===== src/rtl/idma_inoc_pkg.sv =====
// ============================================================================
// idma_inoc_pkg : shared types for the iDMA/NoC obuffer arbitration path
// Rev 1.0
// ============================================================================
`default_nettype none

package idma_inoc_pkg;

  typedef enum logic [1:0] {
    ST_IDLE      = 2'd0,
    ST_NOC_WRITE = 2'd1,
    ST_DMA_READ  = 2'd2,
    ST_DRAIN     = 2'd3
  } obuf_state_e;

endpackage

`default_nettype wire


===== src/rtl/idma_inoc_outst_cnt.sv =====
// ============================================================================
// idma_inoc_outst_cnt : saturating up/down counter of outstanding reads
// Rev 1.0
// ============================================================================
`default_nettype none

module idma_inoc_outst_cnt
  import idma_inoc_pkg::*;
#(
  parameter int OUTST_W   = 4,
  parameter int MAX_OUTST = 4
) (
  input  logic               clk,
  input  logic               rst_n,
  input  logic               inc_i,
  input  logic               dec_i,
  output logic [OUTST_W-1:0] cnt_o,
  output logic               full_o,
  output logic               empty_o,
  output logic               underflow_o
);

  localparam logic [OUTST_W-1:0] MAX_CNT = OUTST_W'(MAX_OUTST);

  logic [OUTST_W-1:0] cnt_q, cnt_d;

  assign full_o      = (cnt_q >= MAX_CNT);
  assign empty_o     = (cnt_q == '0);
  // Simultaneous inc/dec cancel, so only a lone decrement can underflow.
  assign underflow_o = dec_i & ~inc_i & empty_o;
  assign cnt_o       = cnt_q;

  always_comb begin
    cnt_d = cnt_q;
    if (inc_i && !dec_i && !full_o) begin
      cnt_d = cnt_q + OUTST_W'(1);
    end else if (dec_i && !inc_i && !empty_o) begin
      cnt_d = cnt_q - OUTST_W'(1);
    end
  end

  always_ff @(posedge clk or negedge rst_n) begin
    if (!rst_n) begin
      cnt_q <= '0;
    end else begin
      cnt_q <= cnt_d;
    end
  end

endmodule

`default_nettype wire


===== src/rtl/idma_inoc_obuffer_arbiter.sv =====
// ============================================================================
// idma_inoc_obuffer_arbiter : phase-based owner of the obuffer SRAM port
// (NoC fills, DMA drains). Rev 1.0
// ============================================================================
`default_nettype none

module idma_inoc_obuffer_arbiter
  import idma_inoc_pkg::*;
#(
  parameter int DATA_WIDTH = 128,
  parameter int MEM_AW     = 15,
  parameter int STRB_WIDTH = DATA_WIDTH / 8,
  parameter int MAX_OUTST  = 4,
  parameter int OUTST_W    = 4
) (
  input  logic                  clk,
  input  logic                  rst_n,
  input  logic                  noc_write_start,
  input  logic                  noc_write_done,
  input  logic                  dma_read_done,
  input  logic                  noc_write_to_obuffer_cen,
  input  logic                  noc_write_to_obuffer_wen,
  output logic                  noc_write_to_obuffer_ready,
  input  logic [MEM_AW-1:0]     noc_write_to_obuffer_addr,
  input  logic [DATA_WIDTH-1:0] noc_write_to_obuffer_wdata,
  input  logic [STRB_WIDTH-1:0] noc_write_to_obuffer_strb,
  input  logic                  dma_read_from_obuffer_cen,
  input  logic                  dma_read_from_obuffer_wen,
  output logic                  dma_read_from_obuffer_ready,
  input  logic [MEM_AW-1:0]     dma_read_from_obuffer_addr,
  output logic [DATA_WIDTH-1:0] dma_read_from_obuffer_rdata,
  output logic                  dma_read_from_obuffer_rvalid,
  input  logic                  dma_read_from_obuffer_rready,
  output logic                  obuffer_cen,
  output logic                  obuffer_wen,
  input  logic                  obuffer_ready,
  output logic [MEM_AW-1:0]     obuffer_addr,
  output logic [DATA_WIDTH-1:0] obuffer_wdata,
  output logic [STRB_WIDTH-1:0] obuffer_strb,
  input  logic [DATA_WIDTH-1:0] obuffer_rdata,
  input  logic                  obuffer_rvalid,
  output logic                  obuffer_rready,
  output logic                  busy,
  output logic                  protocol_err
);

  obuf_state_e        state_q, state_d;
  logic               start_pend_q, start_pend_d;
  logic               protocol_err_q, protocol_err_d;
  logic [OUTST_W-1:0] outst_cnt;
  logic               cnt_full, cnt_empty, cnt_underflow;
  logic               rsp_phase, rsp_hs, rd_accept, dma_bad_req;

  assign rsp_phase   = (state_q == ST_DMA_READ) || (state_q == ST_DRAIN);
  assign rsp_hs      = obuffer_rvalid & obuffer_rready & rsp_phase;
  assign rd_accept   = (state_q == ST_DMA_READ) & obuffer_cen & obuffer_ready;
  assign dma_bad_req = (state_q == ST_DMA_READ) & dma_read_from_obuffer_cen
                     & dma_read_from_obuffer_wen;

  idma_inoc_outst_cnt #(
    .OUTST_W   (OUTST_W),
    .MAX_OUTST (MAX_OUTST)
  ) u_outst_cnt (
    .clk         (clk),
    .rst_n       (rst_n),
    .inc_i       (rd_accept),
    .dec_i       (rsp_hs),
    .cnt_o       (outst_cnt),
    .full_o      (cnt_full),
    .empty_o     (cnt_empty),
    .underflow_o (cnt_underflow)
  );

  // Request-side mux: only the phase owner ever reaches the SRAM.
  always_comb begin
    obuffer_cen                 = 1'b0;
    obuffer_wen                 = 1'b0;
    obuffer_addr                = '0;
    obuffer_wdata               = '0;
    obuffer_strb                = '0;
    noc_write_to_obuffer_ready  = 1'b0;
    dma_read_from_obuffer_ready = 1'b0;
    unique case (state_q)
      ST_NOC_WRITE: begin
        obuffer_cen                = noc_write_to_obuffer_cen;
        obuffer_wen                = noc_write_to_obuffer_wen;
        obuffer_addr               = noc_write_to_obuffer_addr;
        obuffer_wdata              = noc_write_to_obuffer_wdata;
        obuffer_strb               = noc_write_to_obuffer_strb;
        noc_write_to_obuffer_ready = obuffer_ready;
      end
      ST_DMA_READ: begin
        obuffer_cen  = dma_read_from_obuffer_cen & ~dma_read_from_obuffer_wen
                     & ~cnt_full;
        obuffer_addr = dma_read_from_obuffer_addr;
        dma_read_from_obuffer_ready = obuffer_ready & ~cnt_full;
      end
      default: ;
    endcase
  end

  assign dma_read_from_obuffer_rdata  = obuffer_rdata;
  assign dma_read_from_obuffer_rvalid = obuffer_rvalid & rsp_phase;
  // Outside the read phases stray responses are sunk; held low in reset.
  assign obuffer_rready = rst_n & (rsp_phase ? dma_read_from_obuffer_rready : 1'b1);

  always_comb begin
    state_d        = state_q;
    start_pend_d   = start_pend_q;
    protocol_err_d = protocol_err_q;

    if ((noc_write_done && state_q != ST_NOC_WRITE) ||
        (dma_read_done && state_q != ST_DMA_READ) ||
        dma_bad_req || cnt_underflow) begin
      protocol_err_d = 1'b1;
    end

    unique case (state_q)
      ST_IDLE: begin
        if (noc_write_start) state_d = ST_NOC_WRITE;
      end
      ST_NOC_WRITE: begin
        // Done wins first; a start in the same cycle is then held as pending.
        if (noc_write_done) begin
          state_d = ST_DMA_READ;
          if (noc_write_start) start_pend_d = 1'b1;
        end
      end
      ST_DMA_READ: begin
        if (noc_write_start) start_pend_d = 1'b1;
        if (dma_read_done)   state_d      = ST_DRAIN;
      end
      ST_DRAIN: begin
        if (noc_write_start) start_pend_d = 1'b1;
        if (cnt_empty || (outst_cnt == OUTST_W'(1) && rsp_hs)) begin
          state_d      = (start_pend_q || noc_write_start) ? ST_NOC_WRITE : ST_IDLE;
          start_pend_d = 1'b0;
        end
      end
      default: state_d = ST_IDLE;
    endcase
  end

  always_ff @(posedge clk or negedge rst_n) begin
    if (!rst_n) begin
      state_q        <= ST_IDLE;
      start_pend_q   <= 1'b0;
      protocol_err_q <= 1'b0;
    end else begin
      state_q        <= state_d;
      start_pend_q   <= start_pend_d;
      protocol_err_q <= protocol_err_d;
    end
  end

  assign busy         = (state_q != ST_IDLE);
  assign protocol_err = protocol_err_q;

endmodule

`default_nettype wire

===== config.mk =====
export PLATFORM = sky130hd
export DESIGN_NAME = idma_inoc_obuffer_arbiter
export DESIGN_NICKNAME = d
export VERILOG_FILES = /design/src/rtl/idma_inoc_pkg.sv /design/src/rtl/idma_inoc_outst_cnt.sv /design/src/rtl/idma_inoc_obuffer_arbiter.sv
export SDC_FILE = /design/constraint.sdc
export NUM_CORES = 1
export LEC_CHECK = 0
export CAP_MARGIN = 20
export CORE_AREA = 10 10 231 233
export CTS_BUF_LIST = sky130_fd_sc_hd__clkbuf_4 sky130_fd_sc_hd__clkbuf_8 sky130_fd_sc_hd__clkbuf_16
export CTS_CLUSTER_DIAMETER = 80
export CTS_CLUSTER_SIZE = 8
export DETAILED_ROUTE_END_ITERATION = 6
export DIE_AREA = 0 0 241 243
export DONT_BUFFER_PORTS = 1
export GPL_TIMING_DRIVEN = 0
export SYNTH_ARGS = -nofsm -noshare
export SYNTH_HDL_FRONTEND = slang
export SYNTH_SLANG_ARGS = --single-unit

===== constraint.sdc =====
create_clock -name clk -period 1.9 [get_ports clk]
set_clock_uncertainty 0.1 [all_clocks]
set_input_delay 0.095 -clock clk [delete_from_list [all_inputs] [get_ports clk]]
set_output_delay 0.095 -clock clk [all_outputs]
set_load 0.005 [all_outputs]

Yosys cells after proc, flatten, opt, wreduce, memory -nomap -nowiden

Index checks and enable logic that the tools add are counted.

Flip-flop bits (word level): 8
Output and inout bits: 295

Add/sub/neg operators: 2
Bitwise gates (word level): 16
Equal/unequal tests: 10
Magnitude comparators: 1
Mux-type cells: 20
Reduce and logical (&&, ||, !) cells: 24

Operators with widths:

| operator            | count |
|---|---|
| $mux 128            | 1 |
| $pmux 15 s2         | 1 |
| $mux 16             | 1 |
| $and 1x1->1         | 13 |
| $mux 1              | 8 |
| $mux 2              | 4 |
| $mux 4              | 2 |
| $ne 2x2->1 const B  | 4 |
| $pmux 2 s4          | 1 |
| $logic_and 1x1->1   | 7 |
| $logic_or 1x1->1    | 6 |
| $add 4x1->4 const B | 1 |
| $eq 2x2->1 const B  | 2 |
| $eq 4x1->1 const B  | 1 |
| $ge 4x3->1 const B  | 1 |
| $logic_not 1->1     | 4 |
| $logic_not 4->1     | 1 |
| $ne 2x1->1 const B  | 2 |
| $reduce_and 4->1    | 1 |
| $reduce_bool 2->1   | 2 |
| $sub 4x1->4 const B | 1 |
| $not 1->1           | 3 |
| $pmux 1 s3          | 1 |
| $reduce_bool 3->1   | 1 |
| 4 further kinds     | 4 |

Logic depth before layout (Yosys ltp)

Word-level depth: 11
Gate-level depth with buffers: 7
Gate-level depth less buffers: 6

Cells and area by module

From an unflattened synthesis, not the netlist that was laid out.

Cell total of the unflattened synthesis: 396
Area, all modules: 2882.8 um^2

By module, submodules not included:

| module                    | area each (um^2) | instances | seq. area each (um^2) | cells an instance |
|---|---|---|---|---|
| idma_inoc_obuffer_arbiter | 2562.5           | 1         | 100.1                 | 367 |
| idma_inoc_outst_cnt       | 320.3            | 1         | 100.1                 | 29 |

Least setup slack after synthesis

OpenSTA, ideal clock, no wires.

Path type: register -> register
From: reg state_q[1]
To: reg protocol_err_q (netlist: protocol_err)
Stages on the path, launching flop included: 7
Path slack: 0.129 ns
Period minus slack after synthesis: 1.771 ns
Arrival time: 1.553 ns
Buffers on the path: 0
Setup time: 0.118 ns
Cells stage by stage: dfrtp_1 > inv_1 > ha_1 > and4b_4 > a21oi_2 > o211a_1 > a21o_1

Word-level cells in the longest chain between the ends: 9
Elaborated cells on any way between the ends: 23
Classes of those cells: 5 x eq/ne; 2 x mux; 10 x bitwise; 6 x reduce/logical

RTL lines:

| item                          | RTL line                         | source |
|---|---|---|
| start: declaration            | idma_inoc_obuffer_arbiter.sv:47  | `obuf_state_e state_q, state_d;` |
| start signal: assignment      | idma_inoc_obuffer_arbiter.sv:150 | `state_q <= state_d;` |
| $eq 2x2->1 (on tied branches) | n/a                              |  |
| $logic_or 1x1->1              | idma_inoc_obuffer_arbiter.sv:54  | `assign rsp_phase = (state_q == ST_DMA_READ) \|\| (state_q == ST_DRAIN);` |
| $mux 1                        | idma_inoc_obuffer_arbiter.sv:105 | `assign obuffer_rready = rst_n & (rsp_phase ? dma_read_from_obuffer_rready : 1'b1);` |
| $and 1x1->1                   | idma_inoc_obuffer_arbiter.sv:105 |  |
| $and 1x1->1 (2 in a row)      | idma_inoc_obuffer_arbiter.sv:55  | `assign rsp_hs = obuffer_rvalid & obuffer_rready & rsp_phase;` |
| $and 1x1->1 (2 in a row)      | idma_inoc_outst_cnt.sv:30        | `assign underflow_o = dec_i & ~inc_i & empty_o;` |
| $logic_or 1x1->1 (*)          | idma_inoc_obuffer_arbiter.sv:114 | `dma_bad_req \|\| cnt_underflow) begin` |
| end signal: assignment        | idma_inoc_obuffer_arbiter.sv:152 | `protocol_err_q <= protocol_err_d;` |
| end: declaration              | idma_inoc_obuffer_arbiter.sv:49  | `logic protocol_err_q, protocol_err_d;` |

Every way passes the cells marked *; elsewhere a longest branch is shown, timed or not.
A chain may end at the register's enable or synchronous reset.

Worst setup path after layout

From: reg state_q[0]
To: out obuffer_wdata[44]

Word-level cells in the longest chain between the ends: 2

RTL lines:

| item             | RTL line                        | source |
|---|---|---|
| $eq 2x1->1       | idma_inoc_obuffer_arbiter.sv:83 | `unique case (state_q)` |
| $mux 128         | idma_inoc_obuffer_arbiter.sv:83 |  |
| end: declaration | idma_inoc_obuffer_arbiter.sv:38 | `output logic [DATA_WIDTH-1:0] obuffer_wdata,` |

No other way between the ends.

==> results.toml <==
[synth]
synth_common_cells = "and2_1, buf_4, nor2b_1"
synth.largest_area_cell = "buf_4"
synth-edff-count = 0
synth_area_leaders = "buf_4, and2_1, dfrtp_1"
synthArstFlopShare_pct = 100
ys_ff_latch = 8
synth_area_per_cell_um2 = 7.22
yosysMostFrequentCell = "and2_1"
synth_cells = 399
yosysTopAreaCellShare_pct = 33.4
yosysUniqueCellTypes = 44
syn_nets = 721
yosys_warnings = 0
synthesis.area_mm2 = 0.00288
seq_area_frac_synth_pct = 6.95
ys.flop_type = "dfrtp_1"

[critical_path]
path_cells = "buf_6, ha_4, buf_12, clkbuf_16, buf_4, and2_1"
arrival_ns = 1.67
startpoint = "state_q[0]"
cp_slowest_cell = "dfrtp_1"
rrSetupSlack_ns = 0.04
path_delay_family = "buffers and inverters"
worstSetupEndpoint = "obuffer_wdata[44]"
ff2ff_path_depth = 7
required_ns = 1.70
cp-end-kind = "output pin"
critPathMaxFanout = 10
worstSetupPathType = "flip-flop to output pin"
max_stage_delay_ns = 0.43
start_kind = "flip-flop"
crit_buf_inv = 4
reg2reg_from = "state_q[0]"
cp_num_cells = 6
rr_endpoint = "u_outst_cnt.cnt_o[3]"

[cells_and_area]
multi_input_area_mm2 = 0.00181
final_layout_size_suffix_gt1_share_pct = 50.4
finalNetCount = 741
final-seq-area_um2 = 201
final.fill_count = 5631
area_growth_pct = 46.5

[floorplanning]
rows = 81
core_area_mm2 = 0.0486
die_h_um = 243
initial_core_util_pct = 5.92
pin_count = 609
die-area_mm2 = 0.0586
fp.dieW_um = 241

[sta]
relSlewSlack_pct = 69.6
timing.final.crit_share_pct = 98.0
tns_ns = 0
layout_setup_ws_ns = 0.0372
holdWs_ns = 0.0219
rsz0062_at_grt = "true"
finalMaxSlewViolations = 0
min_period_ns = 1.86
setup_violations = 0
tightest_slew_ns = 0.455
hold_viol = 0
fmax_ghz = 0.537

[detailed_routing]
drt_iter0_markers = 78
drt_wl_total_um = 21600
drc_errors = 0
postRouteAntennaNets = 0
via_count = 2867
drt-pass1-iter-count = 4
vias_per_cell = 2.75
routedWlPerCell_um = 20.7

[hold_path]
holdCritStartpoint = "obuffer_ready"
min_path_type = "primary input to flip-flop"

[flow_run]
cap_viol_max_count = 0

[clock_tree]
cts_tree = "yes"
root_buffer = "clkbuf_16"
cts_buffers = 3
cts_buffer_depth = 2
path_clk_slew_ns = 0.04
h-tree-depth = 1
clock_latency_ns = 0.23
cts_sinks = 8

[power_and_ir_drop]
leakage_nw = 1.66
power.density_mw_per_mm2 = 1200
peakVddDrop_uv = 474

[global_routing]
grtUsageTotal_pct = 6.17
globalRoute.totalOverflow = 0
grt_pass1_wl_um = 26200
antenna_found_initial = 11
grt_max_degree = 11
grt_pass1_vias = 3395

[placement]
pre_cts_ws_ns = -0.935
globalplace.congestion = 0.823
portBuffers = 0
hpwl_um = 19500

[run_status]
status = "completed"
-- layout by cell type (no fill, tap or decap), types with 4 or more instances in the layout --
| cell | count |
|---|---|
| ha_4 | 4 |
| inv_1 | 6 |
| diode_2 | 4 |
| nor2b_1 | 14 |
| and2_1 | 129 |
| buf_4 | 141 |
| clkbuf_16 | 5 |
| clkbuf_1 | 4 |
| nand2_1 | 4 |
| and2_4 | 17 |
| a22oi_1 | 14 |
| dfrtp_1 | 7 |
-- state kept, by name, indices dropped and copies added (netlist names) --
register           count
u_outst_cnt.cnt_o      4
state_q                2
protocol_err           1
start_pend_q           1
-- cell families (layout without fill, tap and decap cells) --
kind of cell / count (synthesis) / count (layout) / share of synthesized area (%)
AO/OA/AOI/OAI: 42 / 42 / 12.0
adder cells (fa/ha/maj): 8 / 8 / 3.48
AND/OR/NAND/NOR: 180 / 180 / 39.4
flip-flops: 8 / 8 / 6.95
XOR/XNOR: 2 / 2 / 0.608
buffers and inverters: 159 / 177 / 37.5
other: 0 / 4 / 0
-- metrics by stage --
| stage | power [W] | util (%) | cells | area (µm²) |
|---|---|---|---|---|
| floorplan | 0.00260 | - | 399 | 2880 |
| global placement | 0.00361 | 7.52 | 1021 | 3660 |
| detailed placement | 0.00368 | 7.52 | 1021 | 3660 |
| CTS | 0.00479 | 8.23 | 1035 | 4010 |
| global route | 0.00549 | 8.67 | 1042 | 4220 |
| finish | 0.00508 | 8.67 | 1043 | 4220 |
-- cell type report --
cell class	count	share of cell area, %
well taps	622	18.4
inverters	10	1.01
diodes	4	0.237
plain buffers	149	27.2
flip-flops and latches	8	4.77
repair buffers	15	3.68
multi-input cells	232	42.9
clock buffers	3	1.78
-- worst min path at each step --
| stage | slack [ns] | endpoint | depth (start not counted) |
|---|---|---|---|
| floorplan | -0.30 | protocol_err | 0 |
| global placement | -0.30 | u_outst_cnt.cnt_o[0] | 0 |
| detailed placement | -0.30 | u_outst_cnt.cnt_o[0] | 0 |
| CTS | 0.03 | u_outst_cnt.cnt_o[2] | 3 |
| global route | 0.02 | u_outst_cnt.cnt_o[2] | 3 |
| finish | 0.02 | u_outst_cnt.cnt_o[2] | 3 |
-- power breakdown --
group,internal (W),total (W),switching (W)
clock,0.000271,0.000349,0.0000778
sequential,0.000238,0.000331,0.0000934
combinational,0.00202,0.00440,0.00238
-- timing repair --
item,CTS,global route
hold buffers,2,0
endpoints found under the hold margin,9,0
pin swaps,3,11
cloned,2,0
buffers inserted,7,4
resized for setup,63,45
setup endpoints to repair,165,54
-- layer usage --
metal	part of all wire (%)	track usage, %
met2	56	13.1
met5	0.046	0
met4	3.0	1.87
met3	12	2.57
met1	29	4.76
-- tightest hold or removal path, stage by stage --
cell and delay [ns]:
nand2_1 0.07, o21ai_1 0.08, o221ai_2 0.06
Power figures use the tool's default switching activity.
